File: config.mk
export PLATFORM = sky130hd
export DESIGN_NAME = tt_um_taghreed_eialsalman_lut_logic_unit
export DESIGN_NICKNAME = d
export VERILOG_FILES = /design/src/rtl/tt_um_taghreed_eialsalman_lut_logic_unit.sv
export SDC_FILE = /design/constraint.sdc
export NUM_CORES = 1
export LEC_CHECK = 0
export ABC_AREA = 0
export CAP_MARGIN = 0
export CORE_MARGIN = 1.5
export CORE_UTILIZATION = 45
export CTS_BUF_LIST = sky130_fd_sc_hd__clkbuf_4 sky130_fd_sc_hd__clkbuf_8
export DETAILED_ROUTE_END_ITERATION = 8
export PLACE_DENSITY = 0.83
export SLEW_MARGIN = 20
export SYNTH_ARGS = -nofsm -noshare
export SYNTH_HDL_FRONTEND = slang
export SYNTH_SLANG_ARGS = --single-unit
File: constraint.sdc
create_clock -name clk -period 4.4 [get_ports clk]
set_input_delay 0.88 -clock clk [delete_from_list [all_inputs] [get_ports clk]]
set_output_delay 0.88 -clock clk [all_outputs]
set_load 0.01 [all_outputs]
File: src/rtl/tt_um_taghreed_eialsalman_lut_logic_unit.sv
// -----------------------------------------------------------------------------
// tt_um_taghreed_eialsalman_lut_logic_unit
//
// Programmable truth-table logic cell for a Tiny Tapeout tile. A 2^N_IN-entry
// LUT evaluates F over the synchronised function inputs. F is registered, its
// rising edges are counted, and the table can be reloaded at run time over a
// bit-serial configuration port (cfg_mode / cfg_strobe / cfg_data).
//
// Optional build macro:
//   LUT_CNT_SAT_EN  - rising-edge counter saturates at 63 instead of wrapping.
//
// ui_in map : [N_IN-1:0] function inputs (A = bit 0), [4] cnt_clr,
//             [5] cfg_data, [6] cfg_strobe, [7] cfg_mode
// uo_out    : [0] F_q, [1] rise pulse, [7:2] rising-edge count
// uio_out   : [0] cfg_loaded (sticky), [1] cfg_busy, [7:2] zero
// -----------------------------------------------------------------------------
module tt_um_taghreed_eialsalman_lut_logic_unit #(
  parameter int          N_IN     = 3,
  parameter logic [15:0] LUT_INIT = 16'h008F,
  parameter int          CNT_W    = 6
) (
  input  logic       clk,
  input  logic       rst_n,
  input  logic       ena,
  input  logic [7:0] ui_in,
  output logic [7:0] uo_out,
  input  logic [7:0] uio_in,
  output logic [7:0] uio_out,
  output logic [7:0] uio_oe
);

  // Table width and the bit counter value that marks the final shifted bit.
  localparam int         W        = 1 << N_IN;
  localparam logic [3:0] LAST_BIT = 4'(W - 1);

  typedef enum logic {
    RUN  = 1'b0,
    LOAD = 1'b1
  } state_t;

  // ---------------------------------------------------------------------------
  // Input synchronisers: every ui_in bit gets its own two-flop chain.
  // ---------------------------------------------------------------------------
  logic [7:0] sync_s;

  genvar gi;
  generate
    for (gi = 0; gi < 8; gi++) begin : g_sync
      logic s1_reg;
      logic s2_reg;

      // Two-stage synchroniser for one input bit, frozen while the tile is disabled.
      always_ff @(posedge clk or negedge rst_n) begin
        if (!rst_n) begin
          s1_reg <= 1'b0;
          s2_reg <= 1'b0;
        end else if (ena) begin
          s1_reg <= ui_in[gi];
          s2_reg <= s1_reg;
        end
      end

      assign sync_s[gi] = s2_reg;
    end
  endgenerate

  // Named views of the synchronised control inputs.
  logic [N_IN-1:0] in_s;
  logic            cnt_clr_s;
  logic            cfg_data_s;
  logic            cfg_strobe_s;
  logic            cfg_mode_s;

  assign in_s         = sync_s[N_IN-1:0];
  assign cnt_clr_s    = sync_s[4];
  assign cfg_data_s   = sync_s[5];
  assign cfg_strobe_s = sync_s[6];
  assign cfg_mode_s   = sync_s[7];

  // ---------------------------------------------------------------------------
  // State
  // ---------------------------------------------------------------------------
  logic [W-1:0]     lut_reg;
  logic [W-1:0]     shadow_reg;
  logic [3:0]       bitcnt_reg;
  state_t           state_reg;
  logic             busy_reg;
  logic             cfg_loaded_reg;
  logic             stb_prev_reg;
  logic             mode_prev_reg;
  logic             f_q_reg;
  logic             f_prev_reg;
  logic [CNT_W-1:0] cnt_reg;

  // ---------------------------------------------------------------------------
  // Combinational helpers
  // ---------------------------------------------------------------------------
  logic             lut_bit;
  logic             stb_rise;
  logic             mode_rise;
  logic             f_rise_next;
  logic [W-1:0]     shadow_next;
  logic [CNT_W-1:0] cnt_next;

  // Table lookup, strobe/mode edge detection and the next shadow word.
  always_comb begin
    lut_bit     = lut_reg[in_s];
    stb_rise    = cfg_strobe_s & ~stb_prev_reg;
    mode_rise   = cfg_mode_s & ~mode_prev_reg;
    // F_q is about to go 0->1 on this edge.
    f_rise_next = lut_bit & ~f_q_reg;
    // New bits enter at the LSB, so the first bit shifted ends up as the table MSB.
    shadow_next = {shadow_reg[W-2:0], cfg_data_s};
  end

  // Counter increment: saturating or wrapping depending on the build.
  always_comb begin
`ifdef LUT_CNT_SAT_EN
    if (cnt_reg == {CNT_W{1'b1}}) begin
      cnt_next = cnt_reg;
    end else begin
      cnt_next = cnt_reg + CNT_W'(1);
    end
`else
    cnt_next = cnt_reg + CNT_W'(1);
`endif
  end

  // ---------------------------------------------------------------------------
  // Edge-history flops for the strobe and mode inputs.
  // ---------------------------------------------------------------------------

  // Remember last cycle's synced strobe/mode so rising edges can be detected.
  always_ff @(posedge clk or negedge rst_n) begin
    if (!rst_n) begin
      stb_prev_reg  <= 1'b0;
      mode_prev_reg <= 1'b0;
    end else if (ena) begin
      stb_prev_reg  <= cfg_strobe_s;
      mode_prev_reg <= cfg_mode_s;
    end
  end

  // ---------------------------------------------------------------------------
  // Configuration FSM. LOAD is entered only on a low->high of cfg_mode, so after
  // a commit the host must drop cfg_mode before another load can begin. A drop
  // of cfg_mode is checked before the strobe, so a simultaneous strobe is lost
  // and the load aborts with the live table untouched.
  // ---------------------------------------------------------------------------

  // Serial table load: shift on strobe edges, commit on the last bit, abort on mode drop.
  always_ff @(posedge clk or negedge rst_n) begin
    if (!rst_n) begin
      state_reg      <= RUN;
      busy_reg       <= 1'b0;
      lut_reg        <= LUT_INIT[W-1:0];
      shadow_reg     <= '0;
      bitcnt_reg     <= '0;
      cfg_loaded_reg <= 1'b0;
    end else if (ena) begin
      case (state_reg)
        RUN: begin
          if (mode_rise) begin
            state_reg  <= LOAD;
            busy_reg   <= 1'b1;
            shadow_reg <= '0;
            bitcnt_reg <= '0;
          end
        end
        LOAD: begin
          if (!cfg_mode_s) begin
            state_reg <= RUN;
            busy_reg  <= 1'b0;
          end else if (stb_rise) begin
            shadow_reg <= shadow_next;
            bitcnt_reg <= bitcnt_reg + 4'd1;
            if (bitcnt_reg == LAST_BIT) begin
              lut_reg        <= shadow_next;
              cfg_loaded_reg <= 1'b1;
              state_reg      <= RUN;
              busy_reg       <= 1'b0;
            end
          end
        end
        default: begin
          state_reg <= RUN;
          busy_reg  <= 1'b0;
        end
      endcase
    end
  end

  // ---------------------------------------------------------------------------
  // Evaluation datapath. The LUT keeps evaluating with the current table while
  // a load is in progress; a committed table takes effect on the next edge.
  // ---------------------------------------------------------------------------

  // Register F and keep one cycle of history for the rise pulse.
  always_ff @(posedge clk or negedge rst_n) begin
    if (!rst_n) begin
      f_q_reg    <= 1'b0;
      f_prev_reg <= 1'b0;
    end else if (ena) begin
      f_q_reg    <= lut_bit;
      f_prev_reg <= f_q_reg;
    end
  end

  // Count real 0->1 transitions of F_q; clear has priority over the increment.
  // The increment is taken on the same edge that raises F_q, so the new count
  // appears together with the rising output.
  always_ff @(posedge clk or negedge rst_n) begin
    if (!rst_n) begin
      cnt_reg <= '0;
    end else if (ena) begin
      if (cnt_clr_s) begin
        cnt_reg <= '0;
      end else if (f_rise_next) begin
        cnt_reg <= cnt_next;
      end
    end
  end

  // ---------------------------------------------------------------------------
  // Outputs
  // ---------------------------------------------------------------------------
  assign uo_out  = {cnt_reg, f_q_reg & ~f_prev_reg, f_q_reg};
  assign uio_out = {6'b00_0000, busy_reg, cfg_loaded_reg};
  assign uio_oe  = 8'b0000_0011;

  // Bidirectional inputs and synchronised bits beyond N_IN are intentionally unused.
  logic _unused;
  assign _unused = &{1'b0, uio_in, sync_s[3:0]};

endmodule

* Word-level counts from Yosys, hierarchy flattened
Cells that the tools add are included.
** Word-level totals
- Register bits :: 46
- Output and inout port bits :: 24
- Input port bits :: 19
- Logic and storage cells :: 70
** Cells by class
- Reductions and logical operators :: 5
- Add/subtract/negate cells :: 2
- Order comparisons :: 1
- Equal/unequal tests :: 6
- Bitwise logic cells :: 9
- Mux-type cells :: 22
** Operator list (number)
- 7-bit 2-to-1 mux :: 3
- 7-bit case mux with 2 select lines :: 1
- 4-bit 2-to-1 mux :: 3
- 6-bit 2-to-1 mux :: 2
- 1-bit 2-to-1 mux :: 9
- 4-bit case mux with 2 select lines :: 1
- 4-bit AND reduction :: 2
- 6-bit by 1-bit adder with 6-bit output, second input constant :: 1
- 3-bit by 2-bit inequality test with 1-bit output, second input constant :: 2
- 1-bit inverter :: 5
- 5-bit AND reduction :: 1
- 4-bit by 1-bit adder with 4-bit output, second input constant :: 1
- 1-bit bitwise AND :: 4
- 4-bit by 3-bit == test with 1-bit output, second input constant :: 1
- 3-bit by 4-bit less-than comparator with 1-bit output, second input constant :: 1
- 2-bit inequality test, second input constant :: 2
- 1-bit case mux with 2 select lines :: 2
- 1-bit binary-select mux with 3-bit select :: 1
- 2-bit by 1-bit inequality test with 1-bit output, second input constant :: 1
- 2-bit AND reduction :: 1
- 2-bit nonzero test :: 1

* Logic depth before layout (Yosys ltp)
- Depth after elaboration :: 5
- Depth in mapped cells :: 6
- Gate-level depth less buffers :: 5

* Least setup slack after synthesis
OpenSTA, ideal clock, no wires.
- Path kind :: input-to-reg
- From :: input port ena
- To :: register bitcnt_reg[0]
- Setup slack :: 2.297 ns
- Library setup time :: 0.125 ns
- Arrival :: 1.979 ns
- Required time :: 4.275 ns
- Stages :: 6
- Path buffers :: 2
- Cell sequence :: clkbuf_1 -> and4b_1 -> and2_1 -> buf_2 -> nor2_2 -> mux2_2
** Between the ends
- Word-level cells in the longest chain between the ends :: 1
** Ends and longest elaborated chain
- from (decl) :: line 24 : input logic ena,
- 4-bit AND reduction (no line)
- to (signal assigned) :: line 176 : bitcnt_reg <= bitcnt_reg + 4'd1;
- to (decl) :: line 85 : logic [3:0] bitcnt_reg;
Every way passes these cells.
A chain may end at the register's enable or synchronous reset.

* Worst setup path after layout
- From :: input port ena
- To :: register lut_reg[4]
** Between the ends
- Word-level cells in the longest chain between the ends :: 1
** Ends and longest elaborated chain
- 5-bit AND reduction (no line)
- to (signal assigned) :: line 156 : lut_reg <= LUT_INIT[W-1:0];
- to (signal assigned) :: line 178 : lut_reg <= shadow_next;
- to (decl) :: line 83 : logic [W-1:0] lut_reg;
Every way passes these cells.

==> impl_metrics.tcl <==
set metrics [dict create \
    cp_data_arrival_time_ns 2.76 \
    cts_hold_buf 0 \
    cts_setup_buffers 0 \
    ys_seq_area_share_pct 52.7 \
    first_iter_violations 37 \
    antenna_cells 0 \
    path_max_fanout 11 \
    num_vias 1377 \
    fin_crit_sh_pct 58.5 \
    clock_skew_ns 0.00985 \
    r2r_start "cfg_mode_s" \
    grt_pass1_wl_um 6050 \
    hold_viol_final 0 \
    clkLatencyLatePin_ns 0.30 \
    whs_ns 0.476 \
    min_path_cells 1 \
    r2r_setup_slack_ns 2.43 \
    place_congestion 0.787 \
    rsz0062_at_grt "no" \
    max_freq_ghz 0.388 \
    holdCritPathClass "flop to flop" \
    start_util_pct 46.5 \
    cp_slowest_stage_delay_ns 0.49 \
    slew_viol_final 0 \
    clockBufferDepth 2 \
    die_y_um 72.9 \
    floorplan.core_area_um2 4720 \
    syn_inst 184 \
    hpwl_um 2430 \
    crit_path_start_kind "input pin" \
    synth_top_area_share_pct 46.7 \
    reg2regPathDepth 4 \
    setup_viol 0 \
    period_needed_ns 2.58 \
    crit_start "ena" \
    fin_ws_ns 1.82 \
    worstSetupPathType "input pin to flop" \
    cp_slowest_cell "clkdlybuf4s50_1" \
    syn_area_um2 2200 \
    p_per_area_nw_per_um2 441 \
    clk_pin_slew_ns 0.08 \
    num_rows 25 \
    cts_tree "done" \
    die_width_um 72.9 \
    ys_ff_latch 46 \
    io_pins 43 \
    cap_violations 0 \
    drc 0 \
    status "completed" \
    cp.depth 5 \
    synth_area_leaders "dfrtp_1, mux2_2, dfstp_2, buf_4, a22o_1" \
    avgSynthCellArea_um2 11.9 \
    grt_use_total_pct 15.1 \
    synthDistinctLibCells 37 \
    leakagePower_nw 1.11 \
    wire_per_inst_um 13.4 \
    cp.required_ns 4.58 \
    cts_resized 0 \
    grt_max_degree 47 \
    numPortBuffers 19 \
    setup_tns_ns 0 \
    ant_nets 0 \
    antenna_found_initial 0 \
    largest_reg_flops 8 \
    root_buffer "clkbuf_8" \
    grt.overflow.total 0 \
    htree_levels 2 \
    synthToLayoutAreaGrowth_pct 12.0 \
    slew_headroom_pct 62.7 \
    endpoint_kind "flop" \
    via_per_inst 5.18 \
    critical_path_buf_inv_count 1 \
    drt_first_pass_iters 4 \
    finalNetCount 219 \
    hp-start "cfg_loaded_reg" \
    die_area_um2 5310 \
    crit_family "simple AND/OR/NAND/NOR gates" \
    dp_slack_ns 1.54 \
    tightest_slew_ns 0.559 \
    grt_pass1_vias 1337 \
    worst_r2r_endpoint "lut_reg[4]" \
    layout_common_cells "dfrtp_1, mux2_2, clkdlybuf4s50_1, conb_1" \
    yosysWarnings 0 \
    layout-drive-gt1-share_pct 21.6 \
    yosysTopAreaCell "dfrtp_1" \
    drt-total-wl_um 3580 \
    cts_buffers 5 \
    ir_drop_uv 231 \
    min_to "cfg_loaded_reg" \
    final_common_cell "dfrtp_1" \
    cts.sinks 46 \
    path_cells "clkdlybuf4s50_1 > and4b_1 > and2_1 > nand2_1 > mux2_2" \
]
## layout make-up
| cell class | instances | area (um^2) |
|---|---|---|
| Fill cell | 411 | 2260 |
| Inverter | 7 | 26.3 |
| Multi-Input combinational cell | 118 | 883 |
| Clock buffer | 7 | 83.8 |
| Tap cell | 67 | 83.8 |
| Clock inverter | 1 | 30.0 |
| Sequential cell | 46 | 1160 |
| Timing Repair Buffer | 20 | 195 |
## cell usage after synthesis
| cell type | count |
|---|---|
| a21o_1 | 1 |
| a22o_1 | 9 |
| a31oi_1 | 1 |
| and2_1 | 1 |
| and3_1 | 3 |
| and4b_1 | 1 |
| buf_2 | 1 |
| buf_4 | 17 |
| buf_6 | 2 |
| clkbuf_1 | 5 |
| conb_1 | 2 |
| dfrtp_1 | 41 |
| dfstp_2 | 5 |
| ha_1 | 2 |
| inv_1 | 7 |
| mux2_1 | 1 |
| mux2_2 | 24 |
| mux2i_1 | 3 |
| nand2_1 | 9 |
| nand2b_1 | 8 |
| nand3_1 | 3 |
| nand4b_1 | 2 |
| nor2_1 | 6 |
| nor2_2 | 1 |
| nor2b_1 | 2 |
| nor3_1 | 2 |
| o21ai_0 | 4 |
| o22ai_2 | 1 |
| o2bb2ai_1 | 1 |
| o311ai_0 | 4 |
| o311ai_1 | 4 |
| o41ai_1 | 3 |
| or2_2 | 2 |
| or3_1 | 1 |
| or4_1 | 2 |
| or4b_1 | 1 |
| xor2_1 | 2 |
## through the flow
step	std cells	instance area, um^2	utilization, %	power (mW)
2_1_floorplan	196	2240	-	0.696
3_3_place_gp	258	2340	49.6	0.766
3_5_place_dp	258	2340	49.6	0.779
4_1_cts	266	2460	52.0	1.10
5_1_grt	266	2460	52.1	1.15
6_report	266	2460	52.1	1.08
## kinds of logic (layout without fill, tap and decap cells)
family	after synthesis	count (layout)	synth area share, %
AOI/OAI and AO/OA	28	28	10.5
xor gates and xnor gates	2	2	0.798
adders and majority gates	2	2	1.14
buffers and inverters	32	35	9.12
DFF	46	46	52.7
muxes	28	28	14.2
other	2	14	0.342
and+or+nand+nor	44	44	11.2
## layer usage
metal	track usage [%]	routed length [um]	up-vias
met2	25.1	1760	31
met3	4.97	136	2
met5	0	0	-
li1	-	-	659
met1	18.1	1670	685
met4	6.29	12	0
## worst max path at each step
stage / endpoint
5_1_grt: bitcnt_reg[0]
6_report: lut_reg[4]
3_3_place_gp: lut_reg[4]
3_5_place_dp: bitcnt_reg[0]
4_1_cts: lut_reg[4]
2_1_floorplan: bitcnt_reg[0]
## report_power, final
group / switching, mW / leakage [nW] / internal (mW)
clock: 0.135 / 0.0593 / 0.182
sequential: 0.0638 / 0.573 / 0.480
combinational: 0.101 / 0.474 / 0.123
No activity file was read; power rests on OpenSTA's default activity.
